### src/rtl/clasificador_ctrl.sv
// clasificador_ctrl: sequencer for one coffee-bean sorting lane.
// Feeds a bean, debounces and grades its sensors, pulses the matching
// diverter gate and keeps saturating per-grade counters.
module clasificador_ctrl #(
  parameter int unsigned SETTLE_CYCLES = 4,
  parameter int unsigned GATE_CYCLES   = 8,
  parameter int unsigned TIMEOUT       = 1000,
  parameter int unsigned CW            = 16
) (
  input  logic          clk,
  input  logic          rst_n,
  input  logic          enable,
  input  logic          fault_clr,
  input  logic          clear_counts,
  output logic          feed_req,
  input  logic          feed_ack,
  input  logic          bean_present,
  input  logic          sensor_tamano,
  input  logic          sensor_peso,
  input  logic          sensor_color,
  output logic          gate_baja,
  output logic          gate_media,
  output logic          gate_alta,
  output logic [1:0]    grade,
  output logic          grade_valid,
  output logic          busy,
  output logic          fault,
  output logic [CW-1:0] cnt_baja,
  output logic [CW-1:0] cnt_media,
  output logic [CW-1:0] cnt_alta
);

  localparam int unsigned TMAX = (TIMEOUT > GATE_CYCLES) ? TIMEOUT : GATE_CYCLES;
  localparam int unsigned TW   = $clog2(TMAX + 1);
  localparam int unsigned SW   = $clog2(SETTLE_CYCLES + 1);

  localparam logic [1:0] G_BAJA  = 2'b00;
  localparam logic [1:0] G_MEDIA = 2'b01;
  localparam logic [1:0] G_ALTA  = 2'b10;

  typedef enum logic [2:0] {
    S_IDLE, S_FEED, S_WAIT_BEAN, S_SETTLE, S_ACTUATE, S_CLEAR, S_FAULT
  } state_t;

  state_t        state, state_d;
  logic [TW-1:0] timer, timer_d;
  logic [SW-1:0] stable, stable_d, stable_run;
  logic [2:0]    triple, prev;
  logic [1:0]    sample_grade, gate_sel;
  logic          latch;

  assign triple = {sensor_tamano, sensor_peso, sensor_color};

  // Grade of the sensor triple currently presented
  always_comb begin
    sample_grade = G_BAJA;
    if (triple == 3'b111)           sample_grade = G_ALTA;
    else if (triple[2:1] == 2'b11)  sample_grade = G_MEDIA;
  end

  // Next state, timer and debounce run length
  always_comb begin
    state_d    = state;
    timer_d    = '0;
    stable_d   = stable;
    latch      = 1'b0;
    // stable == 0 on SETTLE entry, so the first SETTLE cycle always counts as 1
    stable_run = (triple == prev) ? stable + SW'(1) : SW'(1);
    case (state)
      S_IDLE: begin
        if (enable) state_d = S_FEED;
      end
      S_FEED: begin
        if (feed_ack)     state_d = S_WAIT_BEAN;
        else if (!enable) state_d = S_IDLE;
      end
      S_WAIT_BEAN: begin
        if (bean_present) begin
          state_d  = S_SETTLE;
          stable_d = '0;
        end else if (timer == TW'(TIMEOUT - 1)) begin
          state_d = S_FAULT;
        end else begin
          timer_d = timer + TW'(1);
        end
      end
      S_SETTLE: begin
        if (!bean_present) begin
          state_d = S_WAIT_BEAN;
        end else if (stable_run == SW'(SETTLE_CYCLES)) begin
          state_d = S_ACTUATE;
          latch   = 1'b1;
        end else begin
          stable_d = stable_run;
        end
      end
      S_ACTUATE: begin
        if (timer == TW'(GATE_CYCLES - 1)) state_d = S_CLEAR;
        else                               timer_d = timer + TW'(1);
      end
      S_CLEAR: begin
        if (!bean_present)                      state_d = enable ? S_FEED : S_IDLE;
        else if (timer == TW'(TIMEOUT - 1))     state_d = S_FAULT;
        else                                    timer_d = timer + TW'(1);
      end
      S_FAULT: begin
        if (fault_clr) state_d = S_IDLE;
      end
      default: state_d = S_IDLE;
    endcase
  end

  // Gate follows the grade being latched on the first ACTUATE cycle, then the held grade
  always_comb begin
    gate_sel = latch ? sample_grade : grade;
  end

  // State register
  always_ff @(posedge clk or negedge rst_n) begin
    if (!rst_n) state <= S_IDLE;
    else        state <= state_d;
  end

  // Timer, debounce counter and previous sensor sample
  always_ff @(posedge clk or negedge rst_n) begin
    if (!rst_n) begin
      timer  <= '0;
      stable <= '0;
      prev   <= '0;
    end else begin
      timer  <= timer_d;
      stable <= stable_d;
      if (state == S_SETTLE) prev <= triple;
    end
  end

  // Registered status, strobe and actuator outputs
  always_ff @(posedge clk or negedge rst_n) begin
    if (!rst_n) begin
      feed_req    <= 1'b0;
      busy        <= 1'b0;
      fault       <= 1'b0;
      grade_valid <= 1'b0;
      grade       <= G_BAJA;
      gate_baja   <= 1'b0;
      gate_media  <= 1'b0;
      gate_alta   <= 1'b0;
    end else begin
      feed_req    <= (state_d == S_FEED);
      busy        <= (state_d != S_IDLE) && (state_d != S_FAULT);
      fault       <= (state_d == S_FAULT);
      grade_valid <= latch;
      if (latch) grade <= sample_grade;
      gate_baja   <= (state_d == S_ACTUATE) && (gate_sel == G_BAJA);
      gate_media  <= (state_d == S_ACTUATE) && (gate_sel == G_MEDIA);
      gate_alta   <= (state_d == S_ACTUATE) && (gate_sel == G_ALTA);
    end
  end

  // Saturating per-grade counters; clear has priority over an increment
  always_ff @(posedge clk or negedge rst_n) begin
    if (!rst_n) begin
      cnt_baja  <= '0;
      cnt_media <= '0;
      cnt_alta  <= '0;
    end else if (clear_counts) begin
      cnt_baja  <= '0;
      cnt_media <= '0;
      cnt_alta  <= '0;
    end else if (latch) begin
      case (sample_grade)
        G_BAJA:  if (cnt_baja  != '1) cnt_baja  <= cnt_baja  + CW'(1);
        G_MEDIA: if (cnt_media != '1) cnt_media <= cnt_media + CW'(1);
        G_ALTA:  if (cnt_alta  != '1) cnt_alta  <= cnt_alta  + CW'(1);
        default: ;
      endcase
    end
  end

endmodule

### config.mk
export PLATFORM = sky130hd
export DESIGN_NAME = clasificador_ctrl
export DESIGN_NICKNAME = d
export VERILOG_FILES = /design/src/rtl/clasificador_ctrl.sv
export SDC_FILE = /design/constraint.sdc
export NUM_CORES = 1
export LEC_CHECK = 0
export BUFFER_PORTS_ARGS = -buffer_cell sky130_fd_sc_hd__buf_2
export CORE_MARGIN = 10
export CORE_UTILIZATION = 60
export CTS_CLUSTER_DIAMETER = 40
export CTS_CLUSTER_SIZE = 30
export DETAILED_ROUTE_END_ITERATION = 16
export GPL_TIMING_DRIVEN = 0
export HOLD_SLACK_MARGIN = 0.02
export PLACE_DENSITY_LB_ADDON = 0.25
export SYNTH_ARGS = -nofsm -noshare
export SYNTH_HDL_FRONTEND = slang
export SYNTH_SLANG_ARGS = --single-unit
### constraint.sdc
create_clock -name clk -period 3.9 [get_ports clk]
set_input_delay 0.975 -clock clk [delete_from_list [all_inputs] [get_ports clk]]
set_output_delay 0.975 -clock clk [all_outputs]
set_load 0.02 [all_outputs]
After elaboration in Yosys (flattened, before gate mapping)
Cells that the tools add are included.
- bits of input ports: 10
- output and inout bits: 57
- logic and storage cells: 106
- flip-flop bits (word level): 76
- reduce and logical (&&, ||, !) cells: 20
- add/sub/neg operators: 5
- eq/ne operators: 26
- multiplexer cells: 40
- operators with widths (operator ; count):
    16-bit 2-to-1 mux ; 12
    16-bit by 1-bit adder with 16-bit output, second input constant ; 3
    16-bit != test, second input constant ; 3
    3-bit 2-to-1 mux ; 14
    10-bit 2-to-1 mux ; 4
    10-bit case mux with 3 select lines ; 1
    3-bit == test, second input constant ; 7
    3-bit case mux with 7 select lines ; 1
    2-bit nonzero test ; 8
    10-bit by 1-bit adder with 10-bit output, second input constant ; 1
    10-bit == test, second input constant ; 1
    10-bit by 3-bit == test with 1-bit output, second input constant ; 1
    3-bit AND reduction ; 3
    2-bit == test, second input constant ; 3
    3-bit by 1-bit == test with 1-bit output, second input constant ; 2
    3-bit by 2-bit == test with 1-bit output, second input constant ; 2
    2-bit != test, second input constant ; 3
    3-bit case mux with 2 select lines ; 1
    1-bit 2-to-1 mux ; 5
    2-bit by 1-bit == test with 1-bit output, second input constant ; 2
    1-bit logical AND ; 4
    2-bit logical NOT ; 2
    2-bit 2-to-1 mux ; 2
    4-bit AND reduction ; 1
    5 further kinds ; 5

Longest topological paths before layout
Gate-level depths: netlist (run 1).
- depth after elaboration: 9
- depth in mapped cells: 8
- mapped depth without buffers: 7

Worst setup path after synthesis (run 1)
Ideal clock, no wire load.
- path type: input to register
- start point: in bean_present
- end point: reg cnt_alta[14]
- data arrival time: 2.362 ns
- data required time: 3.768 ns
- buffers on the path: 2
- stages on the path: 8
- path slack: 1.406 ns
- library setup time: 0.132 ns
- cells stage by stage: buf_2 > and4b_2 > nor3b_4 > nand3_2 > buf_6 > nor4_4 > xnor2_1 > nor2_1
- cells in the longest elaborated chain, start to end: 4
- ends and longest elaborated chain (what ; line ; RTL):
    start, declared ; 17 ; input logic bean_present,
    1-bit 2-to-1 mux ; 88 ; if (!bean_present) begin
    1-bit 2-to-1 mux ; 69 ; case (state)
    2-bit nonzero test (no source line) ; n/a ;
    3-bit AND reduction (no source line) ; n/a ;
    end signal, assigned ; 174 ; G_ALTA: if (cnt_alta != '1) cnt_alta <= cnt_alta + CW'(1);
    end, declared ; 30 ; output logic [CW-1:0] cnt_alta
Every way passes these cells.
A chain may end at the register's enable or synchronous reset.

Final worst setup path (run 1)
- start point: in bean_present
- end point: reg cnt_alta[6]
Same word-level chain as after synthesis.

==> reports/metrics.cfg, run 1 <==
[layout]
layout.cells.most_common=dfrtp_1
multi_input_area_um2=1949
seqCellArea_um2=1902
final_cell_count_no_fill=565
layout_common_cells=dfrtp_1 (76), buf_2 (67), nor2_1 (64), xnor2_1 (40)
fillers=486
drive_gt1_share_pct=21.31
nNetsFinal=498
n_antenna_cell=0
area_growth_syn_to_layout_pct=16.47

[yosys]
syn_area_um2=3935
yosysWarnings=0
syn_avg_cell_area_um2=9.668
synth_cell_type_count=48
netlist_top_cells_area=dfrtp_1 (48%), xnor2_1 (8.9%), nor2_1 (6.1%)
synth_ff_type=dfrtp_1
ys_ff_latch=76
synth-edff-count=0
async_reset_ff_share_pct=100.0
syn-num-nets=422
ys_seq_area_share_pct=48.33
synthCells=407
synth_top_area_share_pct=48.33
synth_top_area_cell=dfrtp_1

[clock_network]
ctsHoldBuffers=0
clock-sinks=76
insertion_delay_ns=0.36
post_cts_buffers=0
cts_buffer_depth=2
clockRootBuffer=clkbuf_8
path_clk_slew_ns=0.09
cts-resized-gates=0
cts_buffers=9
cts_tree=yes
htreeDepth=3

[power_and_ir_drop]
leakagePower_nw=2.101
p_per_area_nw_per_um2=383.1
switching_power_mw=0.5062
peakVddDrop_mv=0.3130
p_seq_share_pct=49.2
clkPwrFrac_pct=36.2
swShare_pct=28.83
pwr-share-comb_pct=14.6
intPower_mw=1.250

[setup_path]
reg2reg_from=stable[0]$_DFFE_PN0P_
ff2ff_setup_slack_ns=1.66
arrival_ns=2.64
cp_max_fo=10
crit_path_start_kind=primary input
rr_worst_depth=7
timing.rr.end=cnt_alta[9]$_DFFE_PN0P_
crit_required_ns=4.14
end_kind=flip-flop
path_class=in -> reg

[sta]
finalCritPeriodShare_pct=61.52
worst_slew_pin_slew_ns=0.6456
maxSlewViolCount=0
finalWorstPathRequiredPeriod_ns=2.399
finalSetupTns_ns=0
setup_viol=0
max-slew-margin-rel_pct=56.77
finalHoldViolations=0
fmax_mhz=416.8
fin_skew_ns=0.01083
rsz0062_at_grt=no

[floorplan]
io_pins=67
start_util_pct=61.97
die_x_um=101.0
core_um2=6350
die_h_um=101.0
fp-row-count=29
dieArea_um2=10200

[grt]
grt_start_max_net_pins=43
grt_first_pass_wirelength_um=14980
grt.overflow.total=0
grt_pass1_vias=3156
grt_use_total_pct=17.71
antenna_found_initial=0

[routing]
postRouteAntennaNets=0
drt_wl_total_um=8843
via_per_inst=5.671
wl_per_cell_um=15.65
dr.pass1.iters=4
vias=3204
drt_iter0_drc=116
drc_errors=0

[worst_hold_path]
whs_endpoint=timer[0]$_DFF_PN0_
whs_path_depth=1
hp-class=reg -> reg
hp-start=timer[0]$_DFF_PN0_

[job]
drv_cap=0

[placed_design]
port_buffers=64
routabilityCongestion=0.8346
dp_cells=549
dp_hpwl_um=6588

[run_status]
outcome=finished clean

## synth_stat cells (3+ instances only)
| master | instances |
|---|---|
| nor3_1 | 26 |
| nand4_1 | 7 |
| and3_1 | 17 |
| nand2_1 | 31 |
| nor3b_2 | 3 |
| and2_1 | 4 |
| nor2_1 | 64 |
| ha_1 | 5 |
| mux2_2 | 3 |
| inv_1 | 4 |
| dfrtp_1 | 76 |
| buf_2 | 4 |
| o21ai_0 | 10 |
| nand3b_1 | 4 |
| nor2b_1 | 3 |
| xor2_1 | 13 |
| a21oi_1 | 10 |
| nor4b_1 | 3 |
| nand3_1 | 31 |
| xnor2_1 | 40 |
| clkbuf_1 | 8 |
| nor3b_1 | 5 |
| and4_1 | 7 |
## through the flow
step	utilization [%]	cell area (um^2)	total power, mW	hold slack, ns	setup slack, ns
CTS	72.18	4583	1.767	0.4906	1.540
global placement	68.53	4352	1.123	0.4724	1.159
floorplan	-	3935	1.060	0.4538	1.406
global route	72.18	4583	1.832	0.5291	1.404
detailed placement	68.89	4374	1.137	0.4796	1.144
finish	72.18	4583	1.756	0.4917	1.501
## power by group through the flow
stage          sequential, mW  combinational [mW]  clock [mW]
3_3_place_gp            0.876               0.247           0
6_report                0.864               0.256       0.636
5_1_grt                 0.868               0.291       0.672
2_1_floorplan           0.880               0.180           0
4_1_cts                 0.863               0.259       0.646
3_5_place_dp            0.879               0.258           0
## worst max-delay path by stage
stage	from	cells past startpoint	endpoint	slack, ns
2_1_floorplan	bean_present	8	cnt_alta[14]$_DFFE_PN0P_	1.41
5_1_grt	sensor_tamano	8	cnt_alta[9]$_DFFE_PN0P_	1.40
3_3_place_gp	sensor_color	8	cnt_alta[9]$_DFFE_PN0P_	1.16
6_report	bean_present	8	cnt_alta[6]$_DFFE_PN0P_	1.50
3_5_place_dp	sensor_tamano	8	cnt_alta[9]$_DFFE_PN0P_	1.14
4_1_cts	sensor_peso	8	cnt_alta[9]$_DFFE_PN0P_	1.54
## routing by layer
layer	vias to the layer above	share of wire [%]	wire, um	global-route usage [%]
met2	68	48	4275	27.91
met5	-	0	0	0
met4	0	1.3	118	6.752
li1	1571	-	-	-
met3	11	6.6	584	5.761
met1	1554	44	3864	22.08
## sequential cells by signal (all words and copies together), names as in the netlist, 2 cells and up
signal     cells
grade          2
timer         10
state          3
cnt_media     16
stable         3
prev           3
cnt_alta      16
cnt_baja      16
## cell families (layout without fill, tap and decap cells)
| logic type | count (synthesis) | count (layout) | synth area share, % |
|---|---|---|---|
| buffers and inverters | 18 | 99 | 2.130 |
| and+or+nand+nor | 220 | 220 | 30.43 |
| adders and majority gates | 5 | 5 | 1.590 |
| DFF | 76 | 76 | 48.33 |
| xor gates and xnor gates | 53 | 53 | 11.80 |
| AOI/OAI and AO/OA | 32 | 32 | 4.865 |
| muxes | 3 | 3 | 0.8584 |
## worst max-delay path: stages
cell,delay (ns)
buf_2,0.15
and4b_2,0.30
nor3b_4,0.29
nand3_2,0.21
buf_6,0.20
nor3_1,0.28
xnor2_1,0.17
nor2_1,0.06
## area by class of cell
type	instances	area share [%]
multi-input combinational	313	42.53
timing repair buffer	65	7.480
clock inverter	6	1.556
buffer	14	1.502
inverter	4	0.3276
tap	77	2.102
clock buffer	10	3.003
sequential	76	41.50
Note: power is estimated with default switching activity, not from simulation.
==> run 2, diff against run 1 <==
CORE_UTILIZATION = 56   (was 60)
clock period = 2.5 ns   (was 3.9 ns; I/O delays follow)
==> reports/metrics.cfg, run 2 (synthesis gave the netlist of run 1 again) <==
[job]
drv_cap=0

[clock_network]
cts_tree=yes
clock-sinks=76
path_clk_slew_ns=0.08
insertion_delay_ns=0.35
htreeDepth=3
ctsHoldBuffers=0
clockRootBuffer=clkbuf_8
cts_buffer_depth=2
cts_buffers=9
post_cts_buffers=0
cts-resized-gates=0

[power_and_ir_drop]
leakagePower_nw=2.095
pwr-share-comb_pct=14.9
swShare_pct=27.22
p_seq_share_pct=50.7
peakVddDrop_mv=0.3968
intPower_mw=1.937
switching_power_mw=0.7243
p_per_area_nw_per_um2=580.7
clkPwrFrac_pct=34.4

[layout]
top_regs=cnt_alta: 16 flops, cnt_baja: 16 flops, cnt_media: 16 flops
n_antenna_cell=0
layout.cells.most_common=dfrtp_1
nNetsFinal=498
area_growth_syn_to_layout_pct=16.44
drive_gt1_share_pct=20.53
final_area_um2=4582
layout_common_cells=dfrtp_1 (76), buf_2 (67), nor2_1 (64), xnor2_1 (40)

[setup_path]
crit_end=cnt_alta[9]$_DFFE_PN0P_
cp_num_buf_inv=0
worstSetupStartpoint=stable[0]$_DFFE_PN0P_
ff2ff_setup_slack_ns=0.14
critical-path-top-delay-family=simple AND/OR/NAND/NOR gates
crit_required_ns=2.72
rr_worst_depth=7
cp_cell_sequence=ha_1 > xnor2_1 > nor2_1 > nand4_1 > nor4b_1 > xnor2_1 > nor2_1
cp_max_fo=6
reg2reg_from=stable[0]$_DFFE_PN0P_
cp.depth=7
timing.rr.end=cnt_alta[9]$_DFFE_PN0P_
path_class=reg -> reg
critPathSlowestCell=nor4b_1
arrival_ns=2.58
end_kind=flip-flop
slowest_delay_ns=0.45
crit_path_start_kind=flip-flop

[sta]
hold-worst-slack_ns=0.2230
finalCritPeriodShare_pct=94.26
max-slew-margin-rel_pct=55.57
rsz0062_at_grt=no
setup_viol=0
fin_skew_ns=0.007338
finalHoldViolations=0
worst_slew_pin_slew_ns=0.6636
setup_ws_ns=0.1435
finalWorstPathRequiredPeriod_ns=2.357
fmax_mhz=424.4
finalSetupTns_ns=0
maxSlewViolCount=0

[placed_design]
dp_hpwl_um=6631
routabilityCongestion=0.8699
dp_slack_ns=0.01327
place_area_um2=4398
port_buffers=64

[worst_hold_path]
hp-class=in -> async

[grt]
use_met3_pct=5.576
top_usage_layer=met2
met1_usage_pct=20.52
grt_first_pass_wirelength_um=15160
grt.overflow.total=0
antenna_found_initial=0
use_met2_pct=26.94
grt_use_total_pct=16.50
grt_pass1_vias=3164
grt_start_max_net_pins=42

[floorplan]
dieArea_um2=10780
core_um2=6794
start_util_pct=57.92
die_x_um=103.8
die_h_um=103.8
io_pins=67
fp-row-count=30

[routing]
vias=3217
dr.pass1.iters=4
postRouteAntennaNets=0
wl_per_cell_um=15.15
drc_errors=0
drt_wl_total_um=8833
via_per_inst=5.518
drt_iter0_drc=114

[run_status]
outcome=finished clean

run 2: cell count changes in the layout (fill, tap and decap cells not counted), sizes merged:
cell / before / now
clkbuf: 18 / 21
inv: 6 / 4
clkinvlp: 2 / 0
run 2: cell type report:
class	instances	area, um^2
Clock inverter	2	35.03
Buffer	14	68.82
Inverter	4	15.01
Sequential cell	76	1902
Clock buffer	13	148.9
Multi-Input combinational cell	313	1949
Tap cell	96	120.1
Timing Repair Buffer	65	342.8
Fill cell	553	2212
run 2: how the worst min path moves through the flow:
stage / start / slack (ns) / endpoint / cells after the start
2_1_floorplan: rst_n / 0.33 / busy$_DFF_PN0_ / 0
3_3_place_gp: stable[1]$_DFFE_PN0P_ / 0.47 / stable[1]$_DFFE_PN0P_ / 2
3_5_place_dp: stable[1]$_DFFE_PN0P_ / 0.47 / stable[1]$_DFFE_PN0P_ / 2
4_1_cts: rst_n / 0.23 / cnt_media[6]$_DFFE_PN0P_ / 1
5_1_grt: rst_n / 0.24 / cnt_media[4]$_DFFE_PN0P_ / 1
6_report: rst_n / 0.22 / cnt_media[6]$_DFFE_PN0P_ / 1
run 2: stage by stage:
stage	total power, mW	instances	utilization, %
detailed placement	1.773	568	64.73
finish	2.661	583	67.44
CTS	2.685	583	67.44
floorplan	1.654	407	-
global route	2.807	583	67.44
global placement	1.754	567	64.40
run 2: power groups by stage:
stage,Clock (mW),Combinational (mW),Sequential [mW]
after detailed placement,0,0.401,1.37
after floorplan,0,0.282,1.37
after global routing,1.00,0.449,1.36
after CTS,0.932,0.403,1.35
final,0.915,0.397,1.35
after global placement,0,0.387,1.37
run 2: metal layers:
layer,wire length [um],vias to the layer above
met1,3896,1566
met4,78,0
met2,4335,68
met3,521,8
met5,0,-
li1,-,1575
==> run 3, diff against run 2 <==
CELL_PAD_IN_SITES_DETAIL_PLACEMENT = 1   (was default)
CELL_PAD_IN_SITES_GLOBAL_PLACEMENT = 2   (was default)
CORE_UTILIZATION = 35   (was 56)
clock period = 2.6 ns   (was 2.5 ns; I/O delays follow)
==> reports/metrics.cfg, run 3 (synthesis gave the netlist of run 1 again) <==
[power_and_ir_drop]
pwr-share-comb_pct=12.5
switching_power_mw=0.7914
peakVddDrop_mv=0.2416
p_seq_share_pct=41.2
clkPwrFrac_pct=46.3
power.total_mw=3.155
p_per_area_nw_per_um2=655.8
swShare_pct=25.08
leakagePower_nw=2.174
intPower_mw=2.364

[routing]
wl_met1_um=4868
postRouteAntennaNets=0
drt_wl_total_um=10410
highest_layer=met4
drt_iter0_drc=179
met2_length_um=4967
wl_per_cell_um=16.57
drc_errors=0
dr.pass1.iters=4
wl_met3_um=470
via_per_inst=5.182
vias=3254

[placed_design]
dp_cells=612
dp_hpwl_um=7670
port_buffers=64
routabilityCongestion=0.7810

[sta]
setup_viol=0
finalSetupTns_ns=0
hold-worst-slack_ns=0.1925
maxSlewViolCount=0
finalHoldViolations=0
rsz0062_at_grt=no
finalCritPeriodShare_pct=87.57
max-slew-margin-rel_pct=54.63
fmax_mhz=439.2
finalWorstPathRequiredPeriod_ns=2.277
fin_skew_ns=0.007132
worst_slew_pin_slew_ns=0.6769

[layout]
seqCellArea_um2=1902
nNetsFinal=498
final_cell_count_no_fill=628
top_regs=cnt_alta: 16 flops, cnt_baja: 16 flops, cnt_media: 16 flops
layout.cells.most_common=dfrtp_1
layout_common_cells=dfrtp_1 (76), buf_2 (67), nor2_1 (64), xnor2_1 (40)
n_antenna_cell=0
drive_gt1_share_pct=21.31
utilization_pct=43.99
multi_input_area_um2=1949
fillers=1291
area_growth_syn_to_layout_pct=22.26

[clock_network]
htreeDepth=3
clock-sinks=76
post_cts_buffers=0
cts_tree=yes
cts_buffers=9
cts-resized-gates=0
clockRootBuffer=clkbuf_16
ctsHoldBuffers=0
insertion_delay_ns=0.34
path_clk_slew_ns=0.06
cts_buffer_depth=2

[floorplan]
io_pins=67
die_h_um=126.0
dieArea_um2=15880
fp-row-count=38
start_util_pct=35.98
core_um2=10940
die_x_um=126.0

[job]
drv_cap=0

[setup_path]
path_class=reg -> reg
arrival_ns=2.48
crit_required_ns=2.80
cp_max_fo=6
crit_path_start_kind=flip-flop
ff2ff_setup_slack_ns=0.32
end_kind=flip-flop

[grt]
grt_use_total_pct=13.52
grt_start_max_net_pins=58
grt_first_pass_wirelength_um=17990
grt_pass1_vias=3492
antenna_found_initial=0
grt.overflow.total=0

[run_status]
outcome=finished clean

[worst_hold_path]
hp-class=in -> async

-- run 3: through the flow --
stage | area [um^2] | setup slack [ns]
after floorplan | 3935 | 0.4313
after global placement | 4431 | 0.1077
after detailed placement | 4461 | 0.1088
after CTS | 4811 | 0.3221
after global routing | 4811 | 0.1803
final | 4811 | 0.3233
-- run 3: layout make-up --
| type | instances | area share [%] |
|---|---|---|
| Tap cell | 140 | 3.641 |
| Sequential cell | 76 | 39.53 |
| Clock inverter | 6 | 2.315 |
| Clock buffer | 10 | 4.967 |
| Multi-Input combinational cell | 313 | 40.52 |
| Timing Repair Buffer | 65 | 7.282 |
| Inverter | 4 | 0.3121 |
| Buffer | 14 | 1.430 |
-- run 3: worst max-delay path, cell delays in order, from the launching register on --
cell and delay, ns:
dfrtp_1 0.41, ha_1 0.25, xnor2_1 0.18, nor2_1 0.34, nand4_1 0.35, nor4b_1 0.41, xnor2_1 0.16, nor2_1 0.05
-- run 3: path summary, 6_finish.rpt --
kind                                        from                        to  depth (start not counted)
max                        stable[0]$_DFFE_PN0P_   cnt_alta[9]$_DFFE_PN0P_                          7
min                                        rst_n  cnt_media[4]$_DFFE_PN0P_                          1
max reg2reg                stable[0]$_DFFE_PN0P_   cnt_alta[9]$_DFFE_PN0P_                          7
min reg2reg                   timer[0]$_DFF_PN0_        timer[0]$_DFF_PN0_                          1
max in group asynchronous                  rst_n   cnt_baja[2]$_DFFE_PN0P_                          2
min in group clk              timer[0]$_DFF_PN0_        timer[0]$_DFF_PN0_                          1
-- run 3: routing by layer --
| metal | vias to the layer above | GRT usage (%) |
|---|---|---|
| li1 | 1576 | - |
| met1 | 1614 | 17.15 |
| met2 | 55 | 21.56 |
| met3 | 9 | 3.649 |
| met4 | 0 | 5.023 |
| met5 | - | 0 |
-- run 3: power by group through the flow --
stage               combinational [mW]  clock, mW  sequential, mW
floorplan                        0.271          0            1.32
global placement                 0.388          0            1.32
detailed placement               0.404          0            1.32
CTS                              0.403       1.51            1.30
global route                     0.446       1.56            1.31
finish                           0.396       1.46            1.30
